**config.mk**
```make
export PLATFORM = sky130hd
export DESIGN_NAME = shift8_unit_flat
export DESIGN_NICKNAME = d
export VERILOG_FILES = /design/src/rtl/shift8_pkg.sv /design/src/rtl/shift8_if.sv /design/src/rtl/shift8_barrel.sv /design/src/rtl/shift8_unit.sv /design/src/flat_wrapper.sv
export SDC_FILE = /design/constraint.sdc
export NUM_CORES = 1
export LEC_CHECK = 0
export CORE_ASPECT_RATIO = 0.8
export CORE_MARGIN = 3
export CORE_UTILIZATION = 40
export CTS_CLUSTER_DIAMETER = 100
export DETAILED_ROUTE_END_ITERATION = 10
export GPL_ROUTABILITY_DRIVEN = 1
export GPL_TIMING_DRIVEN = 0
export MAX_ROUTING_LAYER = met4
export PLACE_DENSITY_LB_ADDON = 0.15
export SLEW_MARGIN = 20
export SYNTH_ARGS = -nofsm -noshare
export SYNTH_HDL_FRONTEND = slang
export SYNTH_SLANG_ARGS = --single-unit
```
**constraint.sdc**
```tcl
create_clock -name clk -period 1.2 [get_ports clk]
set_input_delay 0.12 -clock clk [delete_from_list [all_inputs] [get_ports clk]]
set_output_delay 0.12 -clock clk [all_outputs]
set_load 0.02 [all_outputs]
```
**src/rtl/shift8_pkg.sv**
```systemverilog
// Shared constants and shift-mode encoding for the 8-bit shift unit.
package shift8_pkg;
  localparam int WIDTH   = 8;
  localparam int SHAMT_W = $clog2(WIDTH);

  typedef enum logic [2:0] {
    SH_SLL,
    SH_SRL,
    SH_SRA,
    SH_ROL,
    SH_ROR
  } shift_mode_t;
endpackage

```
**src/rtl/shift8_if.sv**
```systemverilog
// Operand/result bundle for shift8_unit; master drives operands, slave returns registered results.
interface shift8_if;
  import shift8_pkg::*;

  logic               in_valid;
  logic [WIDTH-1:0]   a;
  logic [SHAMT_W-1:0] shamt;
  logic [WIDTH-1:0]   y_sll;
  logic [WIDTH-1:0]   y_srl;
  logic [WIDTH-1:0]   y_sra;
  logic [WIDTH-1:0]   y_rol;
  logic [WIDTH-1:0]   y_ror;
  logic               out_valid;

  modport master (
    output in_valid, a, shamt,
    input  y_sll, y_srl, y_sra, y_rol, y_ror, out_valid
  );

  modport slave (
    input  in_valid, a, shamt,
    output y_sll, y_srl, y_sra, y_rol, y_ror, out_valid
  );
endinterface

```
**src/rtl/shift8_barrel.sv**
```systemverilog
// Combinational log shifter (stages 1/2/4), fill chosen by mode: zero, sign, or wrapped bits.
// Zero latency; no handshake, purely combinational.
module shift8_barrel
  import shift8_pkg::*;
(
  input  shift_mode_t        mode,
  input  logic [WIDTH-1:0]   a,
  input  logic [SHAMT_W-1:0] shamt,
  output logic [WIDTH-1:0]   y
);

  logic [WIDTH-1:0] stg [SHAMT_W+1];

  assign stg[0] = a;

  for (genvar s = 0; s < SHAMT_W; s++) begin : g_stage
    localparam int N = 1 << s;
    logic [WIDTH-1:0] cur;
    logic [WIDTH-1:0] shl;
    logic [WIDTH-1:0] shr;
    logic [WIDTH-1:0] nxt;
    logic [N-1:0]     fill_l;
    logic [N-1:0]     fill_r;
    logic             left;

    always_comb begin
      cur    = stg[s];
      fill_l = '0;
      fill_r = '0;
      left   = (mode == SH_SLL) || (mode == SH_ROL);
      case (mode)
        SH_SRA:  fill_r = {N{a[WIDTH-1]}};
        SH_ROL:  fill_l = cur[WIDTH-1 -: N];
        SH_ROR:  fill_r = cur[N-1:0];
        default: ;
      endcase
      shl = {cur[WIDTH-N-1:0], fill_l};
      shr = {fill_r, cur[WIDTH-1:N]};
      nxt = shamt[s] ? (left ? shl : shr) : cur;
    end

    assign stg[s+1] = nxt;
  end

  assign y = stg[SHAMT_W];

endmodule

```
**src/rtl/shift8_unit.sv**
```systemverilog
// Registered 8-bit shifter (sll/srl/sra, plus rol/ror when SHIFT8_ROTATE_EN is defined).
// One-cycle latency, no backpressure: every in_valid beat yields a result the next cycle.
module shift8_unit
  import shift8_pkg::*;
(
  input  logic     clk,
  input  logic     rst,
  shift8_if.slave  bus
);

  logic [WIDTH-1:0] res_sll;
  logic [WIDTH-1:0] res_srl;
  logic [WIDTH-1:0] res_sra;

  shift8_barrel u_sll (.mode(SH_SLL), .a(bus.a), .shamt(bus.shamt), .y(res_sll));
  shift8_barrel u_srl (.mode(SH_SRL), .a(bus.a), .shamt(bus.shamt), .y(res_srl));
  shift8_barrel u_sra (.mode(SH_SRA), .a(bus.a), .shamt(bus.shamt), .y(res_sra));

  always_ff @(posedge clk) begin
    if (rst) begin
      bus.y_sll     <= '0;
      bus.y_srl     <= '0;
      bus.y_sra     <= '0;
      bus.out_valid <= 1'b0;
    end else begin
      bus.out_valid <= bus.in_valid;
      if (bus.in_valid) begin
        bus.y_sll <= res_sll;
        bus.y_srl <= res_srl;
        bus.y_sra <= res_sra;
      end
    end
  end

`ifdef SHIFT8_ROTATE_EN
  logic [WIDTH-1:0] res_rol;
  logic [WIDTH-1:0] res_ror;

  shift8_barrel u_rol (.mode(SH_ROL), .a(bus.a), .shamt(bus.shamt), .y(res_rol));
  shift8_barrel u_ror (.mode(SH_ROR), .a(bus.a), .shamt(bus.shamt), .y(res_ror));

  always_ff @(posedge clk) begin
    if (rst) begin
      bus.y_rol <= '0;
      bus.y_ror <= '0;
    end else if (bus.in_valid) begin
      bus.y_rol <= res_rol;
      bus.y_ror <= res_ror;
    end
  end
`else
  assign bus.y_rol = '0;
  assign bus.y_ror = '0;
`endif

endmodule

```
**src/flat_wrapper.sv**
```systemverilog
// flat-port wrapper written by rule: the top's interface ports become plain ports
module shift8_unit_flat import shift8_pkg::*;
  (clk, rst, bus_in_valid, bus_a, bus_shamt, bus_y_sll, bus_y_srl, bus_y_sra, bus_y_rol, bus_y_ror, bus_out_valid);
  shift8_if bus_i ();
  input  logic clk;
  input  logic rst;
  input wire logic [$bits(bus_i.in_valid)-1:0] bus_in_valid;
  input wire logic [$bits(bus_i.a)-1:0] bus_a;
  input wire logic [$bits(bus_i.shamt)-1:0] bus_shamt;
  output wire logic [$bits(bus_i.y_sll)-1:0] bus_y_sll;
  output wire logic [$bits(bus_i.y_srl)-1:0] bus_y_srl;
  output wire logic [$bits(bus_i.y_sra)-1:0] bus_y_sra;
  output wire logic [$bits(bus_i.y_rol)-1:0] bus_y_rol;
  output wire logic [$bits(bus_i.y_ror)-1:0] bus_y_ror;
  output wire logic [$bits(bus_i.out_valid)-1:0] bus_out_valid;
  assign bus_i.in_valid = bus_in_valid;
  assign bus_i.a = bus_a;
  assign bus_i.shamt = bus_shamt;
  assign bus_y_sll = bus_i.y_sll;
  assign bus_y_srl = bus_i.y_srl;
  assign bus_y_sra = bus_i.y_sra;
  assign bus_y_rol = bus_i.y_rol;
  assign bus_y_ror = bus_i.y_ror;
  assign bus_out_valid = bus_i.out_valid;
  shift8_unit u_core (.clk(clk), .rst(rst), .bus(bus_i));
endmodule
```
==> reports/results.tsv <==
metric	value	unit
outcome	completed	
RSZ-0062 raised after global routing	yes	
Fmax	851	MHz
Avg Vias per Cell	5.39	
ant diodes	0	
share of layout cells above drive strength 1	0.259	
hold slack	0.341	ns
final routed wire length divided by cell count	15.3	um
Worst setup EP type	flip-flop	
yosys warns	0	
Setup crit start kind	input pin	
Tcrit/Tclk final	0.979	
boundary pin count	55	
Worst-path clk slew	0.09	ns
Final setup viols	0	
GRT Util Overall	0.193	
Multi-input gate area	885	um2
Mean Syn Cell Area	9.54	um2
drt initial violations	108	
antenna violations before repair	0	
CTS sink cnt	24	
Die ar.	4650	um2
DIE WIDTH	75.5	um
hpwl dp	2970	um
asr flop ratio synth	0	
placer congestion estimate	0.936	
final wirelength	4070	um
Yosys reg bits	24	
first-pass GRT wire length	6530	um
PortBufs	35	
GRT overflow	0	
top_reg_cell synth	dfxtp_1	
drt drc	0	
pre-CTS setup slack	-0.632	ns
CTS H-tree depth	1	
Layout area overhead	34.4	%
Max-Cap Viols	0	
final setup TNS	0	ns
Leakage Power	0.000962	uW
CTS tree	done	
largest buffer count on any clock path	2	
CTS Hold Bufs	0	
post-synthesis sequential area ratio	0.311	
Setup CP Type	in2reg	
CTS buffer count	3	
Core ar.	3570	um2
Pwr Total	2030	uW
Die H	61.6	um
largest net degree at the start of global routing	14	
Antenna Nets Post-Route	0	
Period minus WS final	1.17	ns
clk_skew	0	ns
EDFF count, synth	0	
Final Instance Count excl. Fillers	266	
final slew viol count	0	
DRT Pass-1 Iters	4	
synthesized area	1550	um2
via count	1433	
# fillers	340	
CP required	1.37	ns
final count of hold timing violations	0	
worst-path fanout max	6	
Root Buffer	clkbuf_8	
HP Class	in2reg	
nets@finish	239	
distinct cell type count after synthesis	34	
placed cell count	254	
area occupied by registers	480	um2
Initial Util	0.433	
PwrDens	979	nW/um2
Rows	19	
Synth Instances	162	
VDD IR max	0.000583	V
Crit path arrival time	1.34	ns
vias in the first global route	1416	
Skew-Pair Late Insertion Delay	0.27	ns
final setup margin	0.0251	ns
layout make-up:
type	count	area share
Buffer	32	0.115
Clock buffer	4	0.0265
Inverter	4	0.00723
Multi-Input combinational cell	117	0.426
Sequential cell	24	0.231
Tap cell	42	0.0253
Timing Repair Buffer	43	0.169
cell families after synthesis:
logic type | synth area share
and+or+nand+nor | 0.170
buffers and inverters | 0.152
AOI/OAI and AO/OA | 0.146
DFF | 0.311
muxes | 0.219
other | 0.00243
synth_stat cells (4+ instances only):
cell | n | share of area
a21oi_1 | 4 | 0.013
a311oi_1 | 6 | 0.034
buf_4 | 18 | 0.087
buf_6 | 4 | 0.029
clkbuf_1 | 6 | 0.015
dfxtp_1 | 24 | 0.31
mux2i_1 | 6 | 0.039
mux4_1 | 5 | 0.085
mux4_2 | 5 | 0.073
nand2_1 | 12 | 0.029
nand2b_1 | 10 | 0.040
nand3_1 | 5 | 0.016
nor2_1 | 15 | 0.036
o31ai_1 | 4 | 0.019
power breakdown:
group / internal (uW) / switching (uW) / leakage, uW
registers: 844 / 23.4 / 0.000198
logic: 273 / 335 / 0.000735
clock network: 293 / 264 / 0.0000288
through the flow:
step,utilization,area (um2)
after global placement,0.562,2000
final,0.582,2080
after CTS,0.586,2090
after floorplan,-,1600
after global routing,0.582,2080
after detailed placement,0.562,2000
critical path: stages:
cell and delay (ns):
dlygate4sd2_1 0.29, mux4_2 0.52, and2_1 0.18, o221a_2 0.23
repair_timing:
item | 4_1_cts | 5_1_grt
buffers inserted | 6 | 0
cloned | 2 | 0
gates resized for setup | 47 | 16
pin swaps | 1 | 0
endpoints found under the setup margin | 47 | 5
metal layers:
metal / global-route usage / vias up / part of all wire
met3: 0.0392 / 10 / 0.068
met2: 0.308 / 69 / 0.48
met5: - / - / 0
met1: 0.242 / 676 / 0.44
met4: 0.0773 / 0 / 0.020
li1: - / 678 / -
path summary, 6_finish.rpt:
| path | startpoint | to | slack, ns | cells after the start |
|---|---|---|---|---|
| worst max-delay path | bus_a[2] | u_core.bus.y_srl[2] | 0.03 | 4 |
| worst max register to register | u_core.bus.y_sll[6] | u_core.bus.y_sll[6] | 0.36 | 2 |
| worst min register to register | u_core.bus.y_sll[2] | u_core.bus.y_sll[2] | 0.47 | 2 |
| worst min-delay path | rst | u_core.bus.y_sll[4] | 0.34 | 2 |
state kept, by name, summed over array words and instances (netlist names):
signal and cells:
u_core.bus.y_srl 8, u_core.bus.y_sra 7, u_core.bus.out_valid 1, u_core.bus.y_sll 8
placed cells by master, fill, tap and decap left out, types with 6 or more instances in the layout:
cell type,synthesis,final
clkbuf_2,0,6
conb_1,1,16
buf_4,18,25
mux4_2,5,8
dfxtp_1,24,24
nand2b_1,10,10
mux2i_1,6,6
buf_6,4,6
dlygate4sd2_1,0,29
nor2_1,15,15
nand2_1,12,11
Power figures use the tool's default switching activity.
